**src/rtl/score_disp_pkg.sv**
```systemverilog
// Shared scan-state encodings and segment patterns
// for the two-digit score display.
package score_disp_pkg;

  typedef enum logic [1:0] {
    SHOW0 = 2'd0,
    GAP0  = 2'd1,
    SHOW1 = 2'd2,
    GAP1  = 2'd3
  } scan_t;

  // Active-high patterns, bit order {g,f,e,d,c,b,a}
  localparam logic [6:0] SEG_0    = 7'h3F;
  localparam logic [6:0] SEG_1    = 7'h06;
  localparam logic [6:0] SEG_2    = 7'h5B;
  localparam logic [6:0] SEG_3    = 7'h4F;
  localparam logic [6:0] SEG_4    = 7'h66;
  localparam logic [6:0] SEG_5    = 7'h6D;
  localparam logic [6:0] SEG_6    = 7'h7D;
  localparam logic [6:0] SEG_7    = 7'h07;
  localparam logic [6:0] SEG_8    = 7'h7F;
  localparam logic [6:0] SEG_9    = 7'h6F;
  localparam logic [6:0] SEG_DASH = 7'h40;
  localparam logic [6:0] SEG_OFF  = 7'h00;

endpackage

```
**src/rtl/bcd_to_7seg.sv**
```systemverilog
// BCD digit to active-high 7-segment pattern;
// non-decimal codes render as a dash.
module bcd_to_7seg
  import score_disp_pkg::*;
(
  input  logic [3:0] i_bcd,
  output logic [6:0] o_seg
);

  always_comb begin
    o_seg = SEG_DASH;
    case (i_bcd)
      4'd0:    o_seg = SEG_0;
      4'd1:    o_seg = SEG_1;
      4'd2:    o_seg = SEG_2;
      4'd3:    o_seg = SEG_3;
      4'd4:    o_seg = SEG_4;
      4'd5:    o_seg = SEG_5;
      4'd6:    o_seg = SEG_6;
      4'd7:    o_seg = SEG_7;
      4'd8:    o_seg = SEG_8;
      4'd9:    o_seg = SEG_9;
      default: o_seg = SEG_DASH;
    endcase
  end

endmodule

```
**src/rtl/score_7seg_mux.sv**
```systemverilog
// Two-digit multiplexed score display: frame-latched
// digits, leading-zero blanking, blink burst on change.
module score_7seg_mux
  import score_disp_pkg::*;
#(
  parameter int REFRESH_DIV    = 4096,
  parameter int FLASH_FRAMES   = 16,
  parameter bit SEG_ACTIVE_LOW = 1'b0,
  parameter bit DIG_ACTIVE_LOW = 1'b0
) (
  input  logic       clk,
  input  logic       clr,
  input  logic [3:0] q0,
  input  logic [3:0] q1,
  input  logic       blank_lz,
  output logic [6:0] seg,
  output logic [1:0] dig_en
);

  localparam int PW = $clog2(REFRESH_DIV);
  localparam int FW = $clog2(FLASH_FRAMES + 1);
  localparam logic [PW-1:0] P_LAST = PW'(REFRESH_DIV - 1);
  localparam logic [FW-1:0] F_LOAD = FW'(FLASH_FRAMES);

  scan_t         r_state;
  logic [PW-1:0] r_presc;
  logic [3:0]    r_d0;
  logic [3:0]    r_d1;
  logic [FW-1:0] r_flash;
  logic          r_primed;

  scan_t         w_state_n;
  logic [PW-1:0] w_presc_n;
  logic          w_latch;
  logic          w_chg;
  logic          w_blink;
  logic          w_lz;
  logic [1:0]    w_dig;
  logic [3:0]    w_digit;
  logic [6:0]    w_dec;
  logic [6:0]    w_seg;

  always_comb begin
    w_state_n = r_state;
    w_presc_n = r_presc;
    unique case (r_state)
      SHOW0: begin
        if (r_presc == P_LAST) begin
          w_state_n = GAP0;
          w_presc_n = '0;
        end else begin
          w_presc_n = r_presc + 1'b1;
        end
      end
      GAP0: w_state_n = SHOW1;
      SHOW1: begin
        if (r_presc == P_LAST) begin
          w_state_n = GAP1;
          w_presc_n = '0;
        end else begin
          w_presc_n = r_presc + 1'b1;
        end
      end
      GAP1: w_state_n = SHOW0;
      default: w_state_n = GAP1;
    endcase
  end

  // Score only enters the display on the frame boundary
  assign w_latch = (r_state == GAP1);
  assign w_chg   = ({q1, q0} != {r_d1, r_d0});

  always_ff @(posedge clk or posedge clr) begin
    if (clr) begin
      r_state  <= GAP1;
      r_presc  <= '0;
      r_d0     <= '0;
      r_d1     <= '0;
      r_flash  <= '0;
      r_primed <= 1'b0;
    end else begin
      r_state <= w_state_n;
      r_presc <= w_presc_n;
      if (w_latch) begin
        r_d0     <= q0;
        r_d1     <= q1;
        r_primed <= 1'b1;
        if (r_primed && w_chg) begin
          r_flash <= F_LOAD;
        end else if (r_flash != '0) begin
          r_flash <= r_flash - 1'b1;
        end
      end
    end
  end

  // Odd burst counts blank the whole frame
  assign w_blink = r_flash[0];
  assign w_lz    = blank_lz && (r_d1 == 4'd0);

  always_comb begin
    w_dig = 2'b00;
    unique case (r_state)
      SHOW0:   w_dig = {1'b0, !w_blink};
      SHOW1:   w_dig = {!w_blink && !w_lz, 1'b0};
      default: w_dig = 2'b00;
    endcase
  end

  assign w_digit = (r_state == SHOW1) ? r_d1 : r_d0;

  bcd_to_7seg u_dec (
    .i_bcd (w_digit),
    .o_seg (w_dec)
  );

  assign w_seg  = (w_dig != 2'b00) ? w_dec : SEG_OFF;
  assign seg    = SEG_ACTIVE_LOW ? ~w_seg : w_seg;
  assign dig_en = DIG_ACTIVE_LOW ? ~w_dig : w_dig;

endmodule

```
**config.mk**
```make
export PLATFORM = sky130hd
export DESIGN_NAME = score_7seg_mux
export DESIGN_NICKNAME = d
export VERILOG_FILES = /design/src/rtl/score_disp_pkg.sv /design/src/rtl/bcd_to_7seg.sv /design/src/rtl/score_7seg_mux.sv
export SDC_FILE = /design/constraint.sdc
export NUM_CORES = 1
export LEC_CHECK = 0
export BUFFER_PORTS_ARGS = -buffer_cell sky130_fd_sc_hd__buf_2
export CORE_ASPECT_RATIO = 1.25
export CORE_MARGIN = 5
export CORE_UTILIZATION = 45
export DETAILED_ROUTE_END_ITERATION = 6
export SYNTH_ARGS = -nofsm -noshare
export SYNTH_HDL_FRONTEND = slang
export SYNTH_HIERARCHICAL = 1
export SYNTH_SLANG_ARGS = --single-unit
```
**constraint.sdc**
```tcl
create_clock -name clk -period 2.9 [get_ports clk]
set_clock_uncertainty 0.15 [all_clocks]
set_input_delay 0 -clock clk [delete_from_list [all_inputs] [get_ports clk]]
set_output_delay 0 -clock clk [all_outputs]
set_load 0.01 [all_outputs]
```
## Yosys cells after proc, flatten, opt, wreduce, memory -nomap -nowiden

Memory sizes are Yosys's and may differ from the RTL's.
Cells that the tools add are included.

- Bits of input ports: 11
- Memories kept: 1
- Bits in registers: 28
- Bits in read-only memories: 112

Memories:

| name | depth | width | read ports | clocked after Yosys merged registers in | write ports | RTL line | text |
|---|---|---|---|---|---|---|---|
| (name not given) | 16 | 7 | 1 | 0 | 0 | bcd_to_7seg.sv:12 | `case (i_bcd)` |

- Reductions and logical operators: 13
- $add $sub $neg: 2
- Mux-type cells: 9
- Equality and inequality tests: 7

Operators by type and width:

| kind | number |
|---|---|
| 12-bit by 1-bit adder with 12-bit output (second input constant) | 1 |
| 12-bit equality test (second input constant) | 1 |
| 12-bit 2-to-1 mux | 1 |
| 5-bit 2-to-1 mux | 2 |
| 8-bit != test | 1 |
| 2-bit case mux with 4 select lines | 1 |
| 7-bit 2-to-1 mux | 1 |
| 5-bit nonzero test | 1 |
| 5-bit by 1-bit subtractor with 5-bit output (second input constant) | 1 |
| 2-bit equality test (second input constant) | 2 |
| 4-bit zero test | 1 |
| 2-bit 2-to-1 mux | 2 |
| 4-bit 2-to-1 mux | 1 |
| 2-bit != test (second input constant) | 2 |
| 2-bit case mux with 2 select lines | 1 |
| 2-bit AND reduction | 2 |
| 2-bit nonzero test | 2 |
| 1-bit logical AND | 3 |
| 2-bit by 1-bit equality test with 1-bit output (second input constant) | 1 |
| 1-bit zero test | 2 |
| 2-bit zero test | 1 |
| 2-bit OR reduction | 1 |

## Depth between registers and ports, before layout

- Depth after elaboration: 7
- Mapped depth: 9
- Depth with buffers taken out: 8

## Cells and area by module

Netlist, hierarchy kept.

By module, submodules not included:

| module | seq. area each (µm²) | instances | cells each | area each (µm²) |
|---|---|---|---|---|
| score_7seg_mux | 703.2 | 1 | 150 | 1,552.7 |
| bcd_to_7seg | 0.0 | 1 | 29 | 232.7 |

## Worst setup path before layout

No wires, ideal clock.

- Kind: reg2out
- Start point: register r_state[0]
- End point: output port seg[0]
- Data arrival time: 2.058 ns
- Cell stages (with the launch flop): 10
- Path buffers: 1
- Setup slack: 0.692 ns
- Cell sequence: dfstp_2 > inv_1 > ha_1 > buf_2 > mux2_2 > inv_1 > ha_1 > mux2_2 > o22ai_1 > and2_1

- Longest elaborated chain between the ends: 4

RTL lines:

| what | RTL line | text |
|---|---|---|
| start, declared | score_7seg_mux.sv:25 | `scan_t r_state;` |
| start signal, assigned | score_7seg_mux.sv:82 | `r_state <= w_state_n;` |
| 2-bit equality test | score_7seg_mux.sv:110 | `assign w_digit = (r_state == SHOW1) ? r_d1 : r_d0;` |
| 4-bit 2-to-1 mux | score_7seg_mux.sv:110 |  |
| named net w_digit[1] | score_7seg_mux.sv:39 | `logic [3:0] w_digit;` |
| memory 16 x 7 bit | n/a |  |
| named net w_dec[0] | score_7seg_mux.sv:40 | `logic [6:0] w_dec;` |
| 7-bit 2-to-1 mux | score_7seg_mux.sv:117 | `assign w_seg = (w_dig != 2'b00) ? w_dec : SEG_OFF;` |
| end, declared | score_7seg_mux.sv:16 | `output logic [6:0] seg,` |

The timed path passes the listed nets, and every way through them passes these cells.

## Worst setup path after layout

- Start point: register r_state[1]
- End point: output port seg[0]

The elaborated chain is that of the path after synthesis.

==> reports/summary.log <==
[timing] setup TNS 0 ns
[synthesis] Syn Std Cell Area 1790 um^2
[finish] final standard cell utilization of the core 54.6%
[finish] commonest non-fill, non-tap cell in the layout sky130_fd_sc_hd__dfrtp_1
[routing] Routed met2 length 1780 um
[timing] Final Max Slew Viols 0
[floorplanning] Chip Width 66.3 um
[setup_path] nature of the critical path endpoint output port
[floorplanning] effective utilization at floorplan 46.8%
[finish] number of nets in the layout 230
[synthesis] count of unique library cells instantiated by Yosys 43
[routing] via count 1,332
[placed_design] post-detailed-placement half-perimeter wirelength 2750 um
[timing] Max-slew headroom 29.2%
[setup_path] Arrival @ worst endpoint 2.54 ns
[global_routing] first-pass GRT wire length 5880 um
[clock_tree] Clock Root Buffer sky130_fd_sc_hd__clkbuf_8
[setup_path] largest stage delay on the critical path 0.57 ns
[setup_path] required time at the worst-slack endpoint 2.75 ns
[routing] count of unresolved DRC violations after routing 0
[routing] Wirelength per Cell 13.6 um
[timing] Final Setup Violations 0
[power_and_ir_drop] standby leakage power 1.05 nW
[routing] total routed wire length on the met1 layer 1560 um
[placed_design] number of buffer cells added on primary ports 19
[synthesis] register area share after synthesis 39.4%
[timing] final-report hold violation count 0
[global_routing] global route overflow 0
[global_routing] total global-route track usage 14.3%
[global_routing] maximum number of pins on one net before global-route repair 29
[timing] transition time at the pin with the least slew margin 1.06 ns
[clock_tree] Max clock buf depth 2
[finish] top library cells by usage in the layout, fill and taps aside sky130_fd_sc_hd__dfrtp_1, sky130_fd_sc_hd__buf_2, sky130_fd_sc_hd__nor2_1, sky130_fd_sc_hd__mux2_2, sky130_fd_sc_hd__ha_1
[synthesis] count of warnings emitted by yosys 6
[power_and_ir_drop] total power after layout 0.735 mW
[timing] setup repair after global routing missed its margin false
[timing] final critical path time including I/O delays and setup 2.69 ns
[clock_tree] later-pin clock latency in the skew report 0.28 ns
[finish] area added between synthesis and finish 16.6%
[global_routing] antenna violations before repair 0
[finish] antenna diode count 0
[timing] ratio of final minimum period to clock period 92.9%
[clock_tree] CTS tree done
[timing] highest achievable clock rate 0.371 GHz
[clock_tree] CTS clk-pin slew, worst paths 0.10 ns
[flow_run] max-cap viol count 0
[synthesis] number of synthesized flops with an enable pin 0
[synthesis] Syn Area/Cell 9.97 um^2
[floorplanning] area of the core 3820 um^2
[routing] detail-routed via count per cell 5.12
[synthesis] Primary FF master, synth sky130_fd_sc_hd__dfrtp_1
[outcome] status finished clean
[setup_path] type of origin of the critical path flop
[setup_path] Max Fanout on Critical Path 9
[floorplanning] number of top-level design ports 20
[routing] met3 wire len 127 um
[power_and_ir_drop] power per unit of standard cell area 353 nW/um^2
[setup_path] Slowest cell on crit path sky130_fd_sc_hd__dfstp_2
[finish] fraction of final layout cells sized beyond drive strength 1 22.8%
[worst_hold_path] worst min-delay path class in2out
[synthesis] asr flop ratio synth 100%
[routing] Routed Wire Length 3530 um
[routing] number of routed nets with antenna violations 0
[setup_path] Setup CP Type reg2out
[synthesis] gate count after technology mapping 179
[placed_design] number of cells after detailed placement 247
[timing] Worst Hold Slack 0.280 ns
[routing] topmost layer with routed signal wires met4
[finish] fill count 365
[clock_tree] post-CTS setup repair buffer count 0
[floorplanning] std cell rows 25
[synthesis] FF+latch count, synth 28
[floorplanning] die footprint 5340 um^2
[routing] drt first pass iters 4
[finish] filler-free cell count of the finished design 260
[power_and_ir_drop] maximum VDD drop 222 uV
[synthesis] Syn Nets 202
[clock_tree] H-Tree Level Count 1
[global_routing] number of global-route vias before repair 1,378
[clock_tree] number of buffers inserted during clock tree synthesis 3
[setup_path] crit path cell chain ha_1, mux2_2, ha_1, mux2_2, o22ai_1, and2_1, buf_2
[placed_design] routability congestion estimate from global placement 0.820
[floorplanning] die height 80.4 um
[routing] Iteration-0 DRC Markers 62
[clock_tree] clock sink count 28
[layout make-up]
| type | count | area, um^2 | area share (%) |
|---|---|---|---|
| multi-input combinational | 135 | 1010 | 48.5 |
| sequential | 28 | 703 | 33.8 |
| timing repair buffer | 29 | 193 | 9.25 |
| tap | 54 | 67.6 | 3.25 |
| clock buffer | 3 | 41.3 | 1.98 |
| inverter | 10 | 37.5 | 1.80 |
| clock inverter | 1 | 30.0 | 1.44 |
[logic make-up after synthesis]
family                     count (synthesis)  synth area share (%)
DFF                                       28                  39.4
adders and majority gates                 12                  8.41
AOI/OAI and AO/OA                         24                  8.62
muxes                                     14                  9.04
xor gates and xnor gates                  17                  8.34
buffers and inverters                     16                  4.27
and+or+nand+nor                           68                  21.9
[routing by layer]
metal / up-vias / track usage [%]
met2: 22 / 26.4
met4: 0 / 4.88
met3: 7 / 2.10
met5: - / 0
met1: 643 / 16.3
li1: 660 / -
[final timing paths]
check | from | end | slack (ns) | depth (start not counted)
min in group asynchronous | clr | r_presc[9]$_DFFE_PP0P_ | 0.37 | 3
max in group asynchronous | clr | r_d1[1]$_DFFE_PP0P_ | 1.60 | 3
worst min-delay path | blank_lz | dig_en[1] | 0.28 | 4
worst min register to register | r_primed$_DFFE_PP0P_ | r_primed$_DFFE_PP0P_ | 0.33 | 1
worst max register to register | r_state[0]$_DFFE_PP1P_ | r_presc[7]$_DFFE_PP0P_ | 0.89 | 7
worst max-delay path | r_state[1]$_DFFE_PP1P_ | seg[0] | 0.21 | 7
[cell usage after synthesis, types with 2 or more instances]
cell type,n,area (um^2)
sky130_fd_sc_hd__a21oi_1,2,10.0
sky130_fd_sc_hd__ha_1,12,150
sky130_fd_sc_hd__nor2b_1,3,18.8
sky130_fd_sc_hd__nor2_1,15,56.3
sky130_fd_sc_hd__inv_1,10,37.5
sky130_fd_sc_hd__nor4_1,3,18.8
sky130_fd_sc_hd__xor2_1,11,96.3
sky130_fd_sc_hd__dfrtp_1,26,651
sky130_fd_sc_hd__and2_1,8,50.1
sky130_fd_sc_hd__o21ai_1,3,15.0
sky130_fd_sc_hd__dfstp_2,2,52.6
sky130_fd_sc_hd__o21ai_0,5,25.0
sky130_fd_sc_hd__a21o_1,5,37.5
sky130_fd_sc_hd__mux2_2,13,146
sky130_fd_sc_hd__o22ai_1,3,18.8
sky130_fd_sc_hd__buf_6,2,22.5
sky130_fd_sc_hd__or2_1,2,12.5
sky130_fd_sc_hd__nor3_1,4,20.0
sky130_fd_sc_hd__nand3_1,8,40.0
sky130_fd_sc_hd__clkbuf_1,3,11.3
sky130_fd_sc_hd__and3_1,2,12.5
sky130_fd_sc_hd__xnor2_1,6,52.6
sky130_fd_sc_hd__nand2_1,11,41.3
[flip-flops by register name, indices dropped and copies added (netlist names)]
register	count
r_primed	1
r_flash	5
r_d1	4
r_state	2
r_presc	12
r_d0	4
[metrics by stage]
stage / cell area [um^2] / setup WS [ns]
after floorplan: 1790 / 0.692
after global placement: 1920 / 0.569
after detailed placement: 1920 / 0.429
after CTS: 2080 / 0.114
after global routing: 2080 / 0.0581
final: 2080 / 0.207
[where the power goes]
group	switching, mW	internal, mW	leakage, nW	total (mW)
Combinational	0.0152	0.0155	0.668	0.0308
Clock	0.129	0.185	0.0357	0.314
Sequential	0	0.390	0.349	0.390
[critical path, delay by kind of cell, from the launching register on]
family | cells | cell delay [ns]
AND/OR/NAND/NOR | 1 | 0.14
multiplexers | 2 | 0.68
adder cells (fa/ha/maj) | 2 | 0.60
flip-flops | 1 | 0.57
buffers and inverters | 1 | 0.12
AO/OA/AOI/OAI | 1 | 0.15
[repair_timing]
| item | in CTS | in global routing |
|---|---|---|
| hold endpoints to repair | 34 | 0 |
| setup endpoints to repair | 0 | 2 |
| gates resized for setup | 0 | 1 |
| hold buffers | 9 | 0 |
Power figures use the tool's default switching activity.
